===== config.mk =====
export PLATFORM = sky130hd
export DESIGN_NAME = banco_registros_sb
export DESIGN_NICKNAME = d
export VERILOG_FILES = /design/src/rtl/banco_registros_sb.sv
export SDC_FILE = /design/constraint.sdc
export NUM_CORES = 2
export LEC_CHECK = 0
export CORE_ASPECT_RATIO = 0.6
export CORE_UTILIZATION = 40
export DETAILED_ROUTE_END_ITERATION = 12
export PLACE_DENSITY = 0.54
export SYNTH_ARGS = -nofsm -noshare
export SYNTH_HDL_FRONTEND = slang
export SYNTH_SLANG_ARGS = --single-unit

===== constraint.sdc =====
create_clock -name clk -period 5 [get_ports clk]
set_clock_uncertainty 0.2 [all_clocks]
set_input_delay 1 -clock clk [delete_from_list [all_inputs] [get_ports clk]]
set_output_delay 1 -clock clk [all_outputs]
set_load 0.005 [all_outputs]

===== src/rtl/banco_registros_sb.sv =====
// ---------------------------------------------------------------------------
// banco_registros_sb
//
// Purpose:
//   Register bank for the MIPS32 datapath, placed between decode and
//   writeback. It has two combinational read ports, one synchronous write
//   port, optional write-to-read bypass and a pending (scoreboard) bit per
//   register. Decode uses the pending bits to detect load-use and
//   multi-cycle hazards. The register count is 2^ADDR_W.
//
// Parameters:
//   DATA_W   - register width
//   ADDR_W   - address width (depth = 2^ADDR_W)
//   ZERO_REG - 1: register 0 reads 0 and ignores writes and issue marks
//   BYPASS   - 1: a write in the current cycle is forwarded to matching reads
//
// Ports:
//   clk, rst_n                 - rising-edge clock, async active-low reset
//   R_register_1/2, R_data_1/2 - read addresses and combinational read data
//   W_register, W_data, RegEn  - write port; RegEn also retires pending bit
//   Issue_en, Issue_reg        - marks a destination as pending
//   Busy_1/2                   - pending status seen by each read port
//   Busy_count                 - number of registers currently pending
// ---------------------------------------------------------------------------
module banco_registros_sb #(
    parameter int DATA_W   = 32,
    parameter int ADDR_W   = 5,
    parameter int ZERO_REG = 1,
    parameter int BYPASS   = 1
) (
    input  logic              clk,
    input  logic              rst_n,
    input  logic [ADDR_W-1:0] R_register_1,
    input  logic [ADDR_W-1:0] R_register_2,
    output logic [DATA_W-1:0] R_data_1,
    output logic [DATA_W-1:0] R_data_2,
    input  logic [ADDR_W-1:0] W_register,
    input  logic [DATA_W-1:0] W_data,
    input  logic              RegEn,
    input  logic              Issue_en,
    input  logic [ADDR_W-1:0] Issue_reg,
    output logic              Busy_1,
    output logic              Busy_2,
    output logic [ADDR_W:0]   Busy_count
);

    localparam int DEPTH   = 1 << ADDR_W;
    localparam bit ZERO_EN = (ZERO_REG != 0);
    localparam bit BYP_EN  = (BYPASS != 0);

    logic [DATA_W-1:0] mem [DEPTH];
    logic [DEPTH-1:0]  pend;
    logic [DEPTH-1:0]  pend_next;

    logic write_ok;
    logic issue_ok;
    logic rise;
    logic fall;

    // A write or issue aimed at the hardwired zero register is discarded.
    assign write_ok = RegEn && !(ZERO_EN && (W_register == '0));
    assign issue_ok = Issue_en && !(ZERO_EN && (Issue_reg == '0));

    // Busy_count moves only on real bit transitions. A set on an idle
    // register adds one; a writeback to a pending register removes one,
    // unless the same register is re-issued this cycle (set wins, so the
    // bit never drops).
    assign rise = issue_ok && !pend[Issue_reg];
    assign fall = RegEn && pend[W_register] && !(issue_ok && (Issue_reg == W_register));

    // Next pending vector: clear first, then set, so set overrides clear.
    always_comb begin
        pend_next = pend;
        if (RegEn) begin
            pend_next[W_register] = 1'b0;
        end
        if (issue_ok) begin
            pend_next[Issue_reg] = 1'b1;
        end
    end

    // Register array with asynchronous clear.
    always_ff @(posedge clk or negedge rst_n) begin
        if (!rst_n) begin
            for (int i = 0; i < DEPTH; i++) begin
                mem[i] <= '0;
            end
        end else if (write_ok) begin
            mem[W_register] <= W_data;
        end
    end

    // Scoreboard bits and the running count of pending registers.
    always_ff @(posedge clk or negedge rst_n) begin
        if (!rst_n) begin
            pend       <= '0;
            Busy_count <= '0;
        end else begin
            pend       <= pend_next;
            Busy_count <= Busy_count + {{ADDR_W{1'b0}}, rise} - {{ADDR_W{1'b0}}, fall};
        end
    end

    // Read port 1: zero register, then bypass from the write port, then array.
    // Busy is hidden while the value is being written back this cycle.
    always_comb begin
        R_data_1 = mem[R_register_1];
        Busy_1   = pend[R_register_1];
        if (BYP_EN && write_ok && (W_register == R_register_1)) begin
            R_data_1 = W_data;
        end
        if (BYP_EN && RegEn && (W_register == R_register_1)) begin
            Busy_1 = 1'b0;
        end
        if (ZERO_EN && (R_register_1 == '0)) begin
            R_data_1 = '0;
            Busy_1   = 1'b0;
        end
    end

    // Read port 2: same structure as port 1, fully independent.
    always_comb begin
        R_data_2 = mem[R_register_2];
        Busy_2   = pend[R_register_2];
        if (BYP_EN && write_ok && (W_register == R_register_2)) begin
            R_data_2 = W_data;
        end
        if (BYP_EN && RegEn && (W_register == R_register_2)) begin
            Busy_2 = 1'b0;
        end
        if (ZERO_EN && (R_register_2 == '0)) begin
            R_data_2 = '0;
            Busy_2   = 1'b0;
        end
    end

endmodule


==> results.yml <==
pwr:
  static-leakage-power_nw: 29.6
  power.density_nw_per_um2: 388
  p_sw_mw: 7.77
  power_frac_seq: 0.436
  switching_share: 0.293
  power.combinational.fraction: 0.235
  internal_power_mw: 18.8
  power.ir.vdd_worst_mv: 0.272
  clock_power_share: 0.329
cells_and_area:
  post-route-util: 0.478
  area_growth_syn_to_layout_pct: 17.7
  drive_above_1_share: 0.479
  nNetsFinal: 4424
  fin_area_um2: 68300
die:
  std_cell_rows: 107
  dieArea_um2: 147000
  core_area_um2: 143000
  fp.dieH_um: 297
  start_util: 0.406
  num_io_pins: 128
  dieWidth_um: 494
sta:
  hold_viol_final: 0
  final_period_minus_worst_setup_slack_ns: 5.00
  worst_case_headroom_to_the_max_slew_limit: 0.257
  unrepaired_setup_endpoints_after_global_routing: "yes"
  count_of_final_max_slew_check_failures: 0
  tightest_slew_ns: 1.11
  final.setup.worst_slack_ns: -0.00180
  fmaxAchievable_mhz: 200
  report.final.setup_viol: 2
  min_period_over_period: 1.00
place:
  buffer_ports.inserted: 127
  detailedPlacementHpwl_mm: 149
  detailed_place.area_um2: 64200
  rd_place_congestion: 0.894
  pre_cts_setup_slack_ns: -0.416
clocking:
  total_of_hold_buffers_inserted_after_clock_tree_synthesis: 0
  clockBufferDepth: 3
  worst_skew_pair.late_latency_ns: 0.76
  cts_max_level: 3
  cts_root_buffer: "sky130_fd_sc_hd__clkbuf_16"
  tritoncts: "built"
  cts_made_buffers: 107
  clk_pin_slew_worst_paths_ns: 0.06
  clock_sinks: 1062
status:
  violations_in_the_final_reports: "setup timing"
  status: "finished with violations"
setup_path:
  path_delay_family: "buffers and inverters"
  critical-path-max-stage-delay_ns: 0.60
  critPathCaptureType: "output port"
  critical_path_buf_inv_count: 4
  critPathMaxFanout: 28
  critPathKind: "in -> out"
  critical_path_required_ns: 3.80
  cp_slowest_cell: "sky130_fd_sc_hd__mux4_2"
  timing.critical_path.cells: "buf_8 > buf_12 > mux4_2 > or2_2 > a31oi_1 > a2111oi_1 > buf_4 > a211o_1 > clkdlybuf4s50_1"
  critical_path_arrival_ns: 3.80
  launching_element_type_of_the_critical_path: "primary input"
grt:
  groute.usage.overall: 0.315
  grt_antenna_before_repair: 16
  globalRouteOverflowTotal: 0
  grt_max_degree: 100
  wire_length_of_the_first_global_routing_pass_mm: 327
  grt_pass1_vias: 40500
synth:
  area_of_the_mapped_netlist_um2: 58000
  synth_top_area_share: 0.458
  syn-num-nets: 4215
  yosysSeqAreaShare: 0.458
  postSynthRegisterBits: 1062
  synth_enable_flop_cells: 0
  post_synth.cell_area_avg_um2: 14.0
  leading_post_synthesis_cells_by_instance_count: "sky130_fd_sc_hd__dfrtp_1 (1062), sky130_fd_sc_hd__mux2_2 (1000), sky130_fd_sc_hd__mux4_2 (416)"
  yosys_warnings: 0
  yosys.area.top_type: "sky130_fd_sc_hd__dfrtp_1"
  async_flop_share: 1.00
  post_synth_inst_count: 4152
  synth_ff_type: "sky130_fd_sc_hd__dfrtp_1"
  yosysUniqueCellTypes: 75
  synth.top_cells.by_area: "sky130_fd_sc_hd__dfrtp_1 (46%), sky130_fd_sc_hd__mux2_2 (19%), sky130_fd_sc_hd__mux4_2 (16%)"
  yosysMostFrequentCell: "sky130_fd_sc_hd__dfrtp_1"
routing:
  routedWlPerCell_um: 36.4
  detailedRoute.firstIterationViolations: 5138
  wl_mm: 231
  drt.antenna.violating_nets: 0
  pre_repair_dr_iteration_count: 6
  via_per_inst: 6.52
  routed-via-count: 41500
  drcViolationCount: 0
job:
  maxCapViolCount: 0
min_path:
  min-delay-path-class: "in -> async"
path summary, 6_finish.rpt:
kind	from	endpoint	slack, ns	depth (start not counted)
max in group asynchronous	rst_n	mem[184]$_DFFE_PN0P_	3.23	2
worst max register to register	pend[31]$_DFF_PN0_	Busy_count[4]$_DFF_PN0_	1.66	14
worst min-delay path	rst_n	pend[23]$_DFF_PN0_	0.07	1
min in group clk	mem[1020]$_DFFE_PN0P_	mem[1020]$_DFFE_PN0P_	0.19	0
worst min register to register	mem[1020]$_DFFE_PN0P_	mem[1020]$_DFFE_PN0P_	0.19	0
worst max-delay path	R_register_1[0]	R_data_1[29]	-0.002	9
repair_timing:
item	4_1_cts	5_1_grt
gates cloned	1	2
resized for setup	34	24
setup endpoints to repair	21	22
buffers inserted	2	3
pin swaps	4	4
layer usage:
layer,up-vias,part of all wire,track usage
li1,16500,-,-
met1,22400,0.46,0.486
met2,2225,0.41,0.431
met3,320,0.11,0.0919
met4,4,0.024,0.0701
met5,-,0.000099,0.00195
flip-flops by register name, summed over array words and instances, names as in the netlist:
signal,flops
Busy_count,6
mem,1024
pend,32
cell usage in the layout, fill, tap and decap left out, drive strengths merged, types with 8 or more instances in the layout:
cell and instances:
nand2 124, clkinv 20, a32oi 10, nand3 32, o21ai 133, a221o 12
o211ai 26, o22a 29, a211oi 9, nand3b 8, mux2i 227, a21o 8
mux4 416, nor3b 15, nor3 25, and2 8, nor2b 12, a22oi 28
a21oi 77, o221ai 19, buf 442, dfrtp 1062, bufinv 11, or3 22
a22o 24, xnor2 18, inv 23, a221oi 66, clkbuf 166, clkdlybuf4s50 111
o22ai 83, or2 14, mux2 1003, nor2 57, o21a 18
area by class of cell:
type / instances / area [um2]
multi-input combinational: 2610 / 29500
clock inverter: 38 / 504
antenna: 1 / 2.50
tap: 1907 / 2390
fill: 12500 / 74700
inverter: 18 / 67.6
timing repair buffer: 562 / 6040
clock buffer: 164 / 3200
sequential: 1062 / 26600
kinds of logic (layout without fill, tap and decap cells):
group           Yosys count  after routing  synth area share
compound gates          591            591            0.0706
xor+xnor                 20             20           0.00302
fa+ha+maj                 7              7           0.00164
buf+inv                 480            782            0.0421
flops                  1062           1062             0.458
mux                    1646           1646             0.395
other cells               0              1                 0
simple gates            346            346            0.0296
power by group through the flow:
stage          sequential, mW  clock [mW]  combinational (mW)
6_report                 11.6        8.73                6.24
5_1_grt                  11.8        9.19                6.60
4_1_cts                  11.5        8.83                6.16
3_5_place_dp             11.7           0                6.11
3_3_place_gp             11.6           0                6.02
2_1_floorplan            11.2           0                4.06
through the flow:
stage	hold WS [ns]	power, mW	cells	TNS, ns
global placement	0.177	17.6	6152	-3.16
detailed placement	0.183	17.8	6152	-2.80
finish	0.0660	26.5	6362	-0.00303
CTS	0.101	26.5	6356	-0.00641
global route	0.103	27.6	6361	0
floorplan	0.241	15.3	4152	0
No activity file was read; power rests on OpenSTA's default activity.
